**config.mk**
```make
export PLATFORM = sky130hd
export DESIGN_NAME = sprite_rom_arbiter
export DESIGN_NICKNAME = d
export VERILOG_FILES = /design/src/rtl/sprite_rom_arbiter.sv
export SDC_FILE = /design/constraint.sdc
export NUM_CORES = 1
export LEC_CHECK = 0
export BUFFER_PORTS_ARGS = -buffer_cell sky130_fd_sc_hd__buf_2
export CAP_MARGIN = 20
export CORE_MARGIN = 2
export CORE_UTILIZATION = 51
export CTS_BUF_LIST = sky130_fd_sc_hd__clkbuf_16
export CTS_CLUSTER_DIAMETER = 80
export CTS_CLUSTER_SIZE = 10
export DETAILED_ROUTE_END_ITERATION = 8
export HOLD_SLACK_MARGIN = 0.06
export PLACE_DENSITY = 0.88
export SYNTH_ARGS = -nofsm -noshare
export SYNTH_HDL_FRONTEND = slang
export SYNTH_SLANG_ARGS = --single-unit
```
**constraint.sdc**
```tcl
create_clock -name Clk -period 3.9 [get_ports Clk]
set_clock_uncertainty 0.1 [all_clocks]
set_input_delay 0.195 -clock Clk [delete_from_list [all_inputs] [get_ports Clk]]
set_output_delay 0.195 -clock Clk [all_outputs]
set_load 0.01 [all_outputs]
```
**src/rtl/sprite_rom_arbiter.sv**
```systemverilog
// ---------------------------------------------------------------------------
// sprite_rom_arbiter
//
// Lets up to NUM_REQ pixel renderers (score digits, tanks, HUD, ...) share one
// single-port sprite frame ROM. The ROM has one cycle of read latency and a
// registered RGB output. One requester is granted per clock in round-robin
// order. Its address is registered onto the shared ROM address bus, and the
// returned word is handed back to the same requester three register edges
// later: the transfer edge, the ROM's own output edge and the response edge.
// The block never stalls, so grant does not depend on pipeline occupancy.
//
// Ports
//   Clk        in   system clock, rising edge
//   Reset_n    in   asynchronous active-low reset
//   req        in   [NUM_REQ]          per-requester fetch valid
//   req_addr   in   [NUM_REQ*ADDR_W]   requester i at [i*ADDR_W +: ADDR_W]
//   grant      out  [NUM_REQ]          combinational one-hot ready
//   rom_addr   out  [ADDR_W]           registered ROM read address
//   rom_data   in   [DATA_W]           registered ROM output
//   rsp_valid  out  [NUM_REQ]          registered one-hot owner of rsp_data
//   rsp_data   out  [DATA_W]           registered returned pixel
//   busy       out                     a fetch is somewhere in the pipeline
//
// NUM_REQ is meant to lie in 2..8.
// ---------------------------------------------------------------------------
module sprite_rom_arbiter #(
  parameter int NUM_REQ = 4,
  parameter int ADDR_W  = 10,
  parameter int DATA_W  = 24
) (
  input  logic                      Clk,
  input  logic                      Reset_n,
  input  logic [NUM_REQ-1:0]        req,
  input  logic [NUM_REQ*ADDR_W-1:0] req_addr,
  output logic [NUM_REQ-1:0]        grant,
  output logic [ADDR_W-1:0]         rom_addr,
  input  logic [DATA_W-1:0]         rom_data,
  output logic [NUM_REQ-1:0]        rsp_valid,
  output logic [DATA_W-1:0]         rsp_data,
  output logic                      busy
);

  localparam int PTR_W = (NUM_REQ > 1) ? $clog2(NUM_REQ) : 1;

  // Requester id to one-hot response lane.
  function automatic logic [NUM_REQ-1:0] id_to_onehot(input logic [PTR_W-1:0] id);
    logic [NUM_REQ-1:0] v;
    v = '0;
    for (int i = 0; i < NUM_REQ; i++) begin
      if (id == PTR_W'(i)) v[i] = 1'b1;
    end
    return v;
  endfunction

  // Round-robin successor; wraps explicitly so non-power-of-two NUM_REQ works.
  function automatic logic [PTR_W-1:0] next_ptr(input logic [PTR_W-1:0] w);
    if (w == PTR_W'(NUM_REQ - 1)) return '0;
    return w + 1'b1;
  endfunction

  // Highest-priority requester.
  logic [PTR_W-1:0]  ptr;

  logic              vld_p0;
  logic [PTR_W-1:0]  id_p0;
  logic [ADDR_W-1:0] addr_p0;

  logic              vld_p1;
  logic [PTR_W-1:0]  id_p1;

  logic              vld_p2;
  logic [PTR_W-1:0]  id_p2;

  // ---- stage p0: combinational arbitration, scan from ptr upward with wrap
  always_comb begin
    int idx;
    idx    = 0;
    grant  = '0;
    vld_p0 = 1'b0;
    id_p0  = '0;
    for (int k = 0; k < NUM_REQ; k++) begin
      idx = int'(ptr) + k;
      if (idx >= NUM_REQ) idx = idx - NUM_REQ;
      if (!vld_p0 && req[idx]) begin
        vld_p0     = 1'b1;
        id_p0      = PTR_W'(idx);
        grant[idx] = 1'b1;
      end
    end
  end

  assign addr_p0 = req_addr[int'(id_p0)*ADDR_W +: ADDR_W];

  // ---- stage p1: transfer edge, address driven to the ROM
  // rom_addr holds through idle cycles so the ROM input does not toggle.
  always_ff @(posedge Clk or negedge Reset_n) begin
    if (!Reset_n) begin
      ptr      <= '0;
      rom_addr <= '0;
      vld_p1   <= 1'b0;
      id_p1    <= '0;
    end else if (vld_p0) begin
      ptr      <= next_ptr(id_p0);
      rom_addr <= addr_p0;
      vld_p1   <= 1'b1;
      id_p1    <= id_p0;
    end else begin
      vld_p1   <= 1'b0;
    end
  end

  // ---- stage p2: shadows the ROM output register
  always_ff @(posedge Clk or negedge Reset_n) begin
    if (!Reset_n) begin
      vld_p2 <= 1'b0;
      id_p2  <= '0;
    end else begin
      vld_p2 <= vld_p1;
      id_p2  <= id_p1;
    end
  end

  // ---- response stage: capture ROM word and steer it to its owner
  always_ff @(posedge Clk or negedge Reset_n) begin
    if (!Reset_n) begin
      rsp_valid <= '0;
      rsp_data  <= '0;
    end else begin
      rsp_valid <= vld_p2 ? id_to_onehot(id_p2) : '0;
      if (vld_p2) rsp_data <= rom_data;
    end
  end

  assign busy = vld_p1 | vld_p2 | (|rsp_valid);

endmodule
```
### After elaboration in Yosys (flattened, before gate mapping)

Index checks and enable logic that the tools add are counted.

| cells by class | value |
|---|---|
| $add $sub $neg | 8 |
| multiply operators | 1 |
| magnitude comparators | 12 |
| equality and inequality tests | 4 |
| shift operators | 1 |
| mux-type cells | 46 |
| bitwise gates (word level) | 5 |
| reductions and logical operators | 12 |

Operator list:

| operator | number |
|---|---|
| $ge A32 B1 Y1 const B | 4 |
| $lt A32 B4 Y1 const B | 4 |
| $mux W32 | 4 |
| $shiftx A40 B7 Y10 | 1 |
| $mux W1 | 23 |
| $mux W4 | 5 |
| $mux W2 | 6 |
| $or A4 B4 Y4 | 3 |
| $sub A3 B3 Y4 const B | 3 |
| $ge A3 B3 Y1 const B | 3 |
| $bmux W1 S2 | 4 |
| $demux W1 S2 | 4 |
| $logic_and A1 B1 Y1 | 7 |
| $add A2 B2 Y3 const B | 2 |
| $eq A2 B2 Y1 const B | 3 |
| $mul A2 B3 Y5 const B | 1 |
| $reduce_or A4 Y1 | 1 |
| $sub A2 B3 Y4 const B | 1 |
| $add A2 B1 Y3 const B | 1 |
| $ge A2 B3 Y1 const B | 1 |
| $logic_not A1 Y1 | 3 |
| $add A2 B1 Y2 const B | 1 |
| $eq A2 B1 Y1 const B | 1 |
| $logic_not A2 Y1 | 1 |
| $or A1 B1 Y1 | 2 |

| word-level totals | value |
|---|---|
| flip-flop bits (word level) | 46 |
| output and inout bits | 43 |
| logic and storage cells | 97 |

### Logic depth before layout (Yosys ltp)

Gate-level depths: netlist of run 1.

| depth | value |
|---|---|
| depth after elaboration | 19 |
| gate-level depth with buffers | 14 |

### Worst setup path after synthesis of run 1

No wires, ideal clock.

| path | value |
|---|---|
| kind | register -> output |
| start | register ptr[0] |
| end | output grant[0] |
| data arrival time | 2788 ps |
| path slack | 817 ps |
| stages on the path, launching flop included | 12 |
| buffers on the path | 5 |
| cells stage by stage | dfrtp_1 buf_6 buf_4 inv_2 clkbuf_1 ha_1 buf_4 mux4_2 nor2b_2 buf_2 a22oi_1 o21ai_0 |

| on the way | value |
|---|---|
| cells in the longest elaborated chain, start to end | 15 |
| elaborated cells on any way between the ends | 63 |
| those cells by class | add/sub: 7; order compare: 12; mux: 31; bitwise: 3; reduce/logical: 10 |

RTL lines:

| item | RTL line | RTL |
|---|---|---|
| from (decl) | 62 | `logic [PTR_W-1:0] ptr;` |
| from (signal assigned) | 103 | `ptr <= next_ptr(id_p0);` |
| branches (longest 14 deep; another with $ge A32 B1 Y1) | -- |  |
| $mux W4 * | 84 | `if (!vld_p0 && req[idx]) begin` |
| to (decl) | 35 | `output logic [NUM_REQ-1:0] grant,` |

Mark *: on every way between the ends. The select of a mux whose other input is x is not followed.

### Final worst setup path of run 1

| path | value |
|---|---|
| start | register ptr[1] |
| end | output grant[2] |

Same word-level chain as after synthesis.

==> results of run 1 <==
## how the worst min path moves through the flow
| stage | startpoint | to | slack [ns] | depth (start not counted) |
|---|---|---|---|---|
| finish | rom_data[23] | rsp_data[23] | 0.06 | 2 |
| global route | rom_data[23] | rsp_data[23] | 0.07 | 2 |
| detailed placement | id_p1[1] | id_p2[1] | 0.26 | 0 |
| global placement | vld_p1 | vld_p2 | 0.26 | 0 |
| CTS | rom_data[23] | rsp_data[23] | 0.07 | 2 |
| floorplan | Reset_n | id_p1[0] | -0.20 | 0 |
## sequential cells by signal (all words and copies together), names as in the netlist
| name | flops |
|---|---|
| id_p1 | 2 |
| id_p2 | 2 |
| ptr | 2 |
| rom_addr | 10 |
| rsp_data | 24 |
| rsp_valid | 4 |
| vld_p1 | 1 |
| vld_p2 | 1 |
## layer usage
metal,routed length [µm],global-route usage (%),vias to the layer above
li1,-,-,1518
met1,3800,33.9,1538
met2,4120,39.9,173
met3,692,4.35,17
met4,176,7.92,0
met5,0,0,-
## where the power goes
group | leakage [nW] | switching (mW) | internal (mW) | total (mW)
clock network | 0.0812 | 0.170 | 0.300 | 0.470
registers | 0.538 | 0.0929 | 0.609 | 0.702
logic | 1.28 | 1.12 | 0.709 | 1.83
total | 1.90 | 1.38 | 1.62 | 3.00
## placed cells by master (no fill, tap or decap), drive strengths merged, types with 11 or more instances in the layout
cell	n
buf	116
dfrtp	46
nand2	40
mux2	28
o21ai	26
dlygate4sd3	21
nor2	15
a21oi	14
nand2b	12
nand4	11
nand3	11
## cell usage after synthesis (all sizes together) (8+ instances only)
cell,number
a21oi,14
a22oi,9
a41o,10
buf,22
clkbuf,12
dfrtp,46
ha,8
mux2,28
nand2,40
nand2b,12
nand3,11
nand3b,10
nand4,11
nor2,15
o2111ai,10
o21ai,26
o221ai,10
o32a,10
## layout make-up
cell class,count,area [µm²]
inverters,4,15.0
fillers,481,2120
repair buffers,137,813
flip-flops and latches,46,1150
clock inverters,3,41.3
clock buffers,5,125
multi-input cells,256,1880
well taps,77,96.3
## cell families (layout without fill, tap and decap cells)
logic type	count (synthesis)	in the layout	share of synthesized area (%)
and+or+nand+nor	113	113	18.3
buffers and inverters	38	149	6.97
adders and majority gates	8	8	3.08
AOI/OAI and AO/OA	100	100	23.5
DFF	46	46	35.4
muxes	35	35	12.7
## timing repair
item / CTS / global route
buffers inserted: 0 / 0
setup endpoints to repair: 0 / 0
hold buffers: 21 / 0
resized for setup: 0 / 0
endpoints found under the hold margin: 66 / 0
==> flow_metrics.tcl, run 1 <==
set metrics [dict create \
    outcome "finished, final reports clean" \
    critical-path-slowest-cell "dfrtp_1" \
    netlist_instances 340 \
    cp-end-kind "primary output" \
    die-area_mm2 0.00703 \
    timing.reg2reg.worst_path_depth 8 \
    instances_no_fill 528 \
    synth.yosys.seq_area_share_pct 35.4 \
    setup_tns_ns 0 \
    cts_tree "yes" \
    rrSetupSlack_ns 0.81 \
    fp-row-count 29 \
    synth_area_leaders "dfrtp_1, mux2_2, nand2_1" \
    grt_pass1_wl_mm 14.4 \
    timing.max_slew.rel_slack_pct 29.2 \
    critical_path_buf_inv_count 2 \
    grt_use_total_pct 24.7 \
    clk_latency_ns 0.28 \
    quantity_of_i_o_buffers_inserted_on_ports 112 \
    drc_errors 0 \
    finalWeightedCongestion 0.796 \
    drive_above_1_share_pct 36.8 \
    synth.lib_cells_used.distinct 50 \
    syn-cell-area_mm2 0.00325 \
    placement.cell_area_mm2 0.00372 \
    critical_path.endpoint "grant[2]" \
    ctsHtreeMaxLevel 2 \
    tritoncts.num_buffers 5 \
    final_critical_path_setup_slack_ns 0.505 \
    synth_seq_cells 46 \
    regToRegEndpoint "rom_addr[8]" \
    crit_path_max_fo 14 \
    report.final.setup_viol 0 \
    coreArea_mm2 0.00624 \
    antenna_found_initial 0 \
    clk_transition_reported_paths_ns 0.06 \
    nNetsFinal 528 \
    first_global_vias 2990 \
    critPathMaxStageDelay_ns 0.63 \
    detail-route-antenna-nets 0 \
    vdd.ir_drop.worst_v 0.000496 \
    die_w_um 83.8 \
    floorplan.die.height_um 83.8 \
    initialDrtViolationCount 239 \
    synth_edf_count 0 \
    leakage_nw 1.90 \
    p_total_mw 3.00 \
    clock_tree.root_cell "clkbuf_16" \
    setup_repair_after_global_routing_missed_its_margin "no" \
    finalCritPeriodShare_pct 87.1 \
    tightestPinTransition_ns 1.06 \
    synthesis.yosys.warnings 0 \
    globalRouteOverflowTotal 0 \
    dp_hpwl_mm 5.64 \
    synth_nets 418 \
    clock_sink_total 46 \
    critical_path_class "register to primary output" \
    syn-mean-instance-area_um2 9.56 \
    dp_cells 498 \
    yosys_most_used_dff "dfrtp_1" \
    num_vias 3246 \
    layout.core_utilization_pct 66.0 \
    grt_start_max_net_pins 82 \
    syn_to_final_growth_pct 26.8 \
    max_freq_mhz 295 \
    portion_of_synthesized_cell_area_occupied_by_the_leading_cell_type_pct 35.4 \
    synthArstFlopShare_pct 100 \
    timing.critical_path.from "ptr[1]" \
    timing.critical_path.depth 7 \
    timing.max_cap.violations 0 \
    wire_per_inst_um 16.6 \
    cp_data_arrival_time_ns 3.10 \
    crit_chain "inv_1 > ha_1 > mux4_2 > nor2b_2 > a22oi_1 > o21ai_0 > buf_2" \
    worst_min_path_class "input port to register" \
    critical_path.top_delay_family "flip-flops" \
    max_slew_violation_count 0 \
    floorplan.io_pins 113 \
    reg2reg_from "ptr[1]" \
    required_time_reported_for_the_critical_path_endpoint_ns 3.61 \
    worst_setup_path_start_kind "register" \
    cts_max_path_buffers 2 \
    period_minus_slack_ns 3.40 \
    final-hold-violation-count 0 \
    design_area_mm2 0.00412 \
    drt_first_pass_iters 5 \
    viasPerCell 6.15 \
    largest_area_contributor_in_the_synthesized_netlist "dfrtp_1" \
    pwr_per_cell_area_mw_per_mm2 728 \
    initial_utilization_pct 52.1 \
    diodes 0 \
    pre_cts_ws_ns 0.838 \
    route.final.wire_length_mm 8.79 \
    holdWs_ns 0.0612 \
]
Note: power is estimated with default switching activity, not from simulation.
==> inputs of run 2 (changes only) <==
Settings changed: CTS_BUF_LIST sky130_fd_sc_hd__clkbuf_16 to default.
==> flow_metrics.tcl, run 2 (same netlist as run 1, synthesis figures left out) <==
set metrics [dict create \
    report.final.setup_viol 0 \
    cts-resized-gates 0 \
    first_global_vias 2973 \
    leakage_nw 1.90 \
    holdWs_ns 0.168 \
    num_vias 3211 \
    cp-end-kind "primary output" \
    grt_use_total_pct 24.7 \
    clock_tree.root_cell "clkbuf_8" \
    drc_errors 0 \
    pre_cts_ws_ns 0.838 \
    finalCritPeriodShare_pct 87.8 \
    detail-route-antenna-nets 0 \
    fp-row-count 29 \
    required_time_reported_for_the_critical_path_endpoint_ns 3.61 \
    hold_buffers 25 \
    timing.max_slew.rel_slack_pct 48.1 \
    grt_start_max_net_pins 82 \
    tritoncts.num_buffers 5 \
    grt_pass1_wl_mm 14.4 \
    max_slew_violation_count 0 \
    initialDrtViolationCount 206 \
    timing.max_cap.violations 0 \
    top_regs "rsp_data x24, rom_addr x10, rsp_valid x4" \
    finalWeightedCongestion 0.796 \
    post_cts_setup_buffer_count 0 \
    syn_to_final_growth_pct 27.1 \
    layout.core_utilization_pct 66.2 \
    period_minus_slack_ns 3.42 \
    coreArea_mm2 0.00624 \
    nNetsFinal 533 \
    crit_path_max_fo 14 \
    largest_register_ff_count 24 \
    layout_common_cells "buf_2, dfrtp_1, nand2_1" \
    ctsHtreeMaxLevel 2 \
    largest-register "rsp_data" \
    pwr_per_cell_area_mw_per_mm2 695 \
    clk_latency_ns 0.30 \
    tightestPinTransition_ns 0.778 \
    wire_per_inst_um 16.5 \
    final-hold-violation-count 0 \
    diodes 0 \
    quantity_of_i_o_buffers_inserted_on_ports 112 \
    timing.reg2reg.worst_path_depth 8 \
    setup_tns_ns 0 \
    cts_tree "yes" \
    outcome "finished, final reports clean" \
    drt_first_pass_iters 5 \
    critical_path_class "register to primary output" \
    initial_utilization_pct 52.1 \
    dp_hpwl_mm 5.64 \
    globalRouteOverflowTotal 0 \
    antenna_found_initial 0 \
    die_w_um 83.8 \
    cp_data_arrival_time_ns 3.13 \
    drive_above_1_share_pct 36.6 \
    floorplan.io_pins 113 \
    viasPerCell 6.02 \
    worst_setup_path_start_kind "register" \
    worst_min_path_class "input port to async pin" \
    max_freq_mhz 292 \
    route.final.wire_length_mm 8.80 \
    final_critical_path_setup_slack_ns 0.475 \
    vdd.ir_drop.worst_v 0.000454 \
    setup_repair_after_global_routing_missed_its_margin "no" \
    layout_commonest_cell "buf_2" \
    floorplan.die.height_um 83.8 \
    cts_max_path_buffers 2 \
    clock_sink_total 46 \
    die-area_mm2 0.00703 \
    clk_transition_reported_paths_ns 0.08 \
]
## run 2: changes by cell type in the layout (fill, tap and decap cells not counted)
cell           previous run  this run
clkbuf_8                  0         5
clkbuf_1                  0         1
dlygate4sd3_1            21        25
clkbuf_16                 5         0
buf_16                    0         1
inv_1                     4         3
## run 2: critical path: stages, from the launching register on
cell and delay, ns:
dfrtp_1 0.63, inv_1 0.20, ha_1 0.48, mux4_2 0.43, nor2b_2 0.57, a22oi_1 0.14
o21ai_0 0.21, buf_2 0.16
## run 2: layer usage
layer / part of all wire [%] / global-route usage, % / up-vias
li1: - / - / 1527
met1: 45 / 34.7 / 1513
met2: 47 / 39.3 / 156
met3: 7.1 / 4.35 / 15
met4: 1.7 / 6.89 / 0
met5: 0 / 0 / -
## run 2: area by class of cell
cell class                      instances  area, µm²
Fill cell                             480       2110
Multi-Input combinational cell        256       1880
Sequential cell                        46       1150
Timing Repair Buffer                  142        881
Tap cell                               77       96.3
Clock buffer                            6       72.6
Clock inverter                          2       37.5
Inverter                                4       15.0
## run 2: where the power goes
group	switching, mW	internal, mW	total (mW)
registers	0.0904	0.608	0.698
logic	1.11	0.712	1.82
clock network	0.158	0.191	0.349
total	1.36	1.51	2.87
## run 2: worst paths after layout
check / start / endpoint / slack [ns]
max reg2reg: ptr[1] / rom_addr[8] / 0.87
min reg2reg: id_p1[1] / id_p2[1] / 0.28
min in group Clk: req_addr[37] / rom_addr[7] / 0.20
min: Reset_n / rsp_data[10] / 0.17
max: ptr[1] / grant[2] / 0.48
max in group asynchronous: Reset_n / ptr[0] / 3.10
## run 2: metrics by stage
stage	instances	power, mW	area, µm²
final	533	2.87	4130
after global routing	533	3.10	4130
after CTS	531	2.84	4080
after detailed placement	498	2.47	3720
after global placement	498	2.41	3720
after floorplan	340	2.18	3250
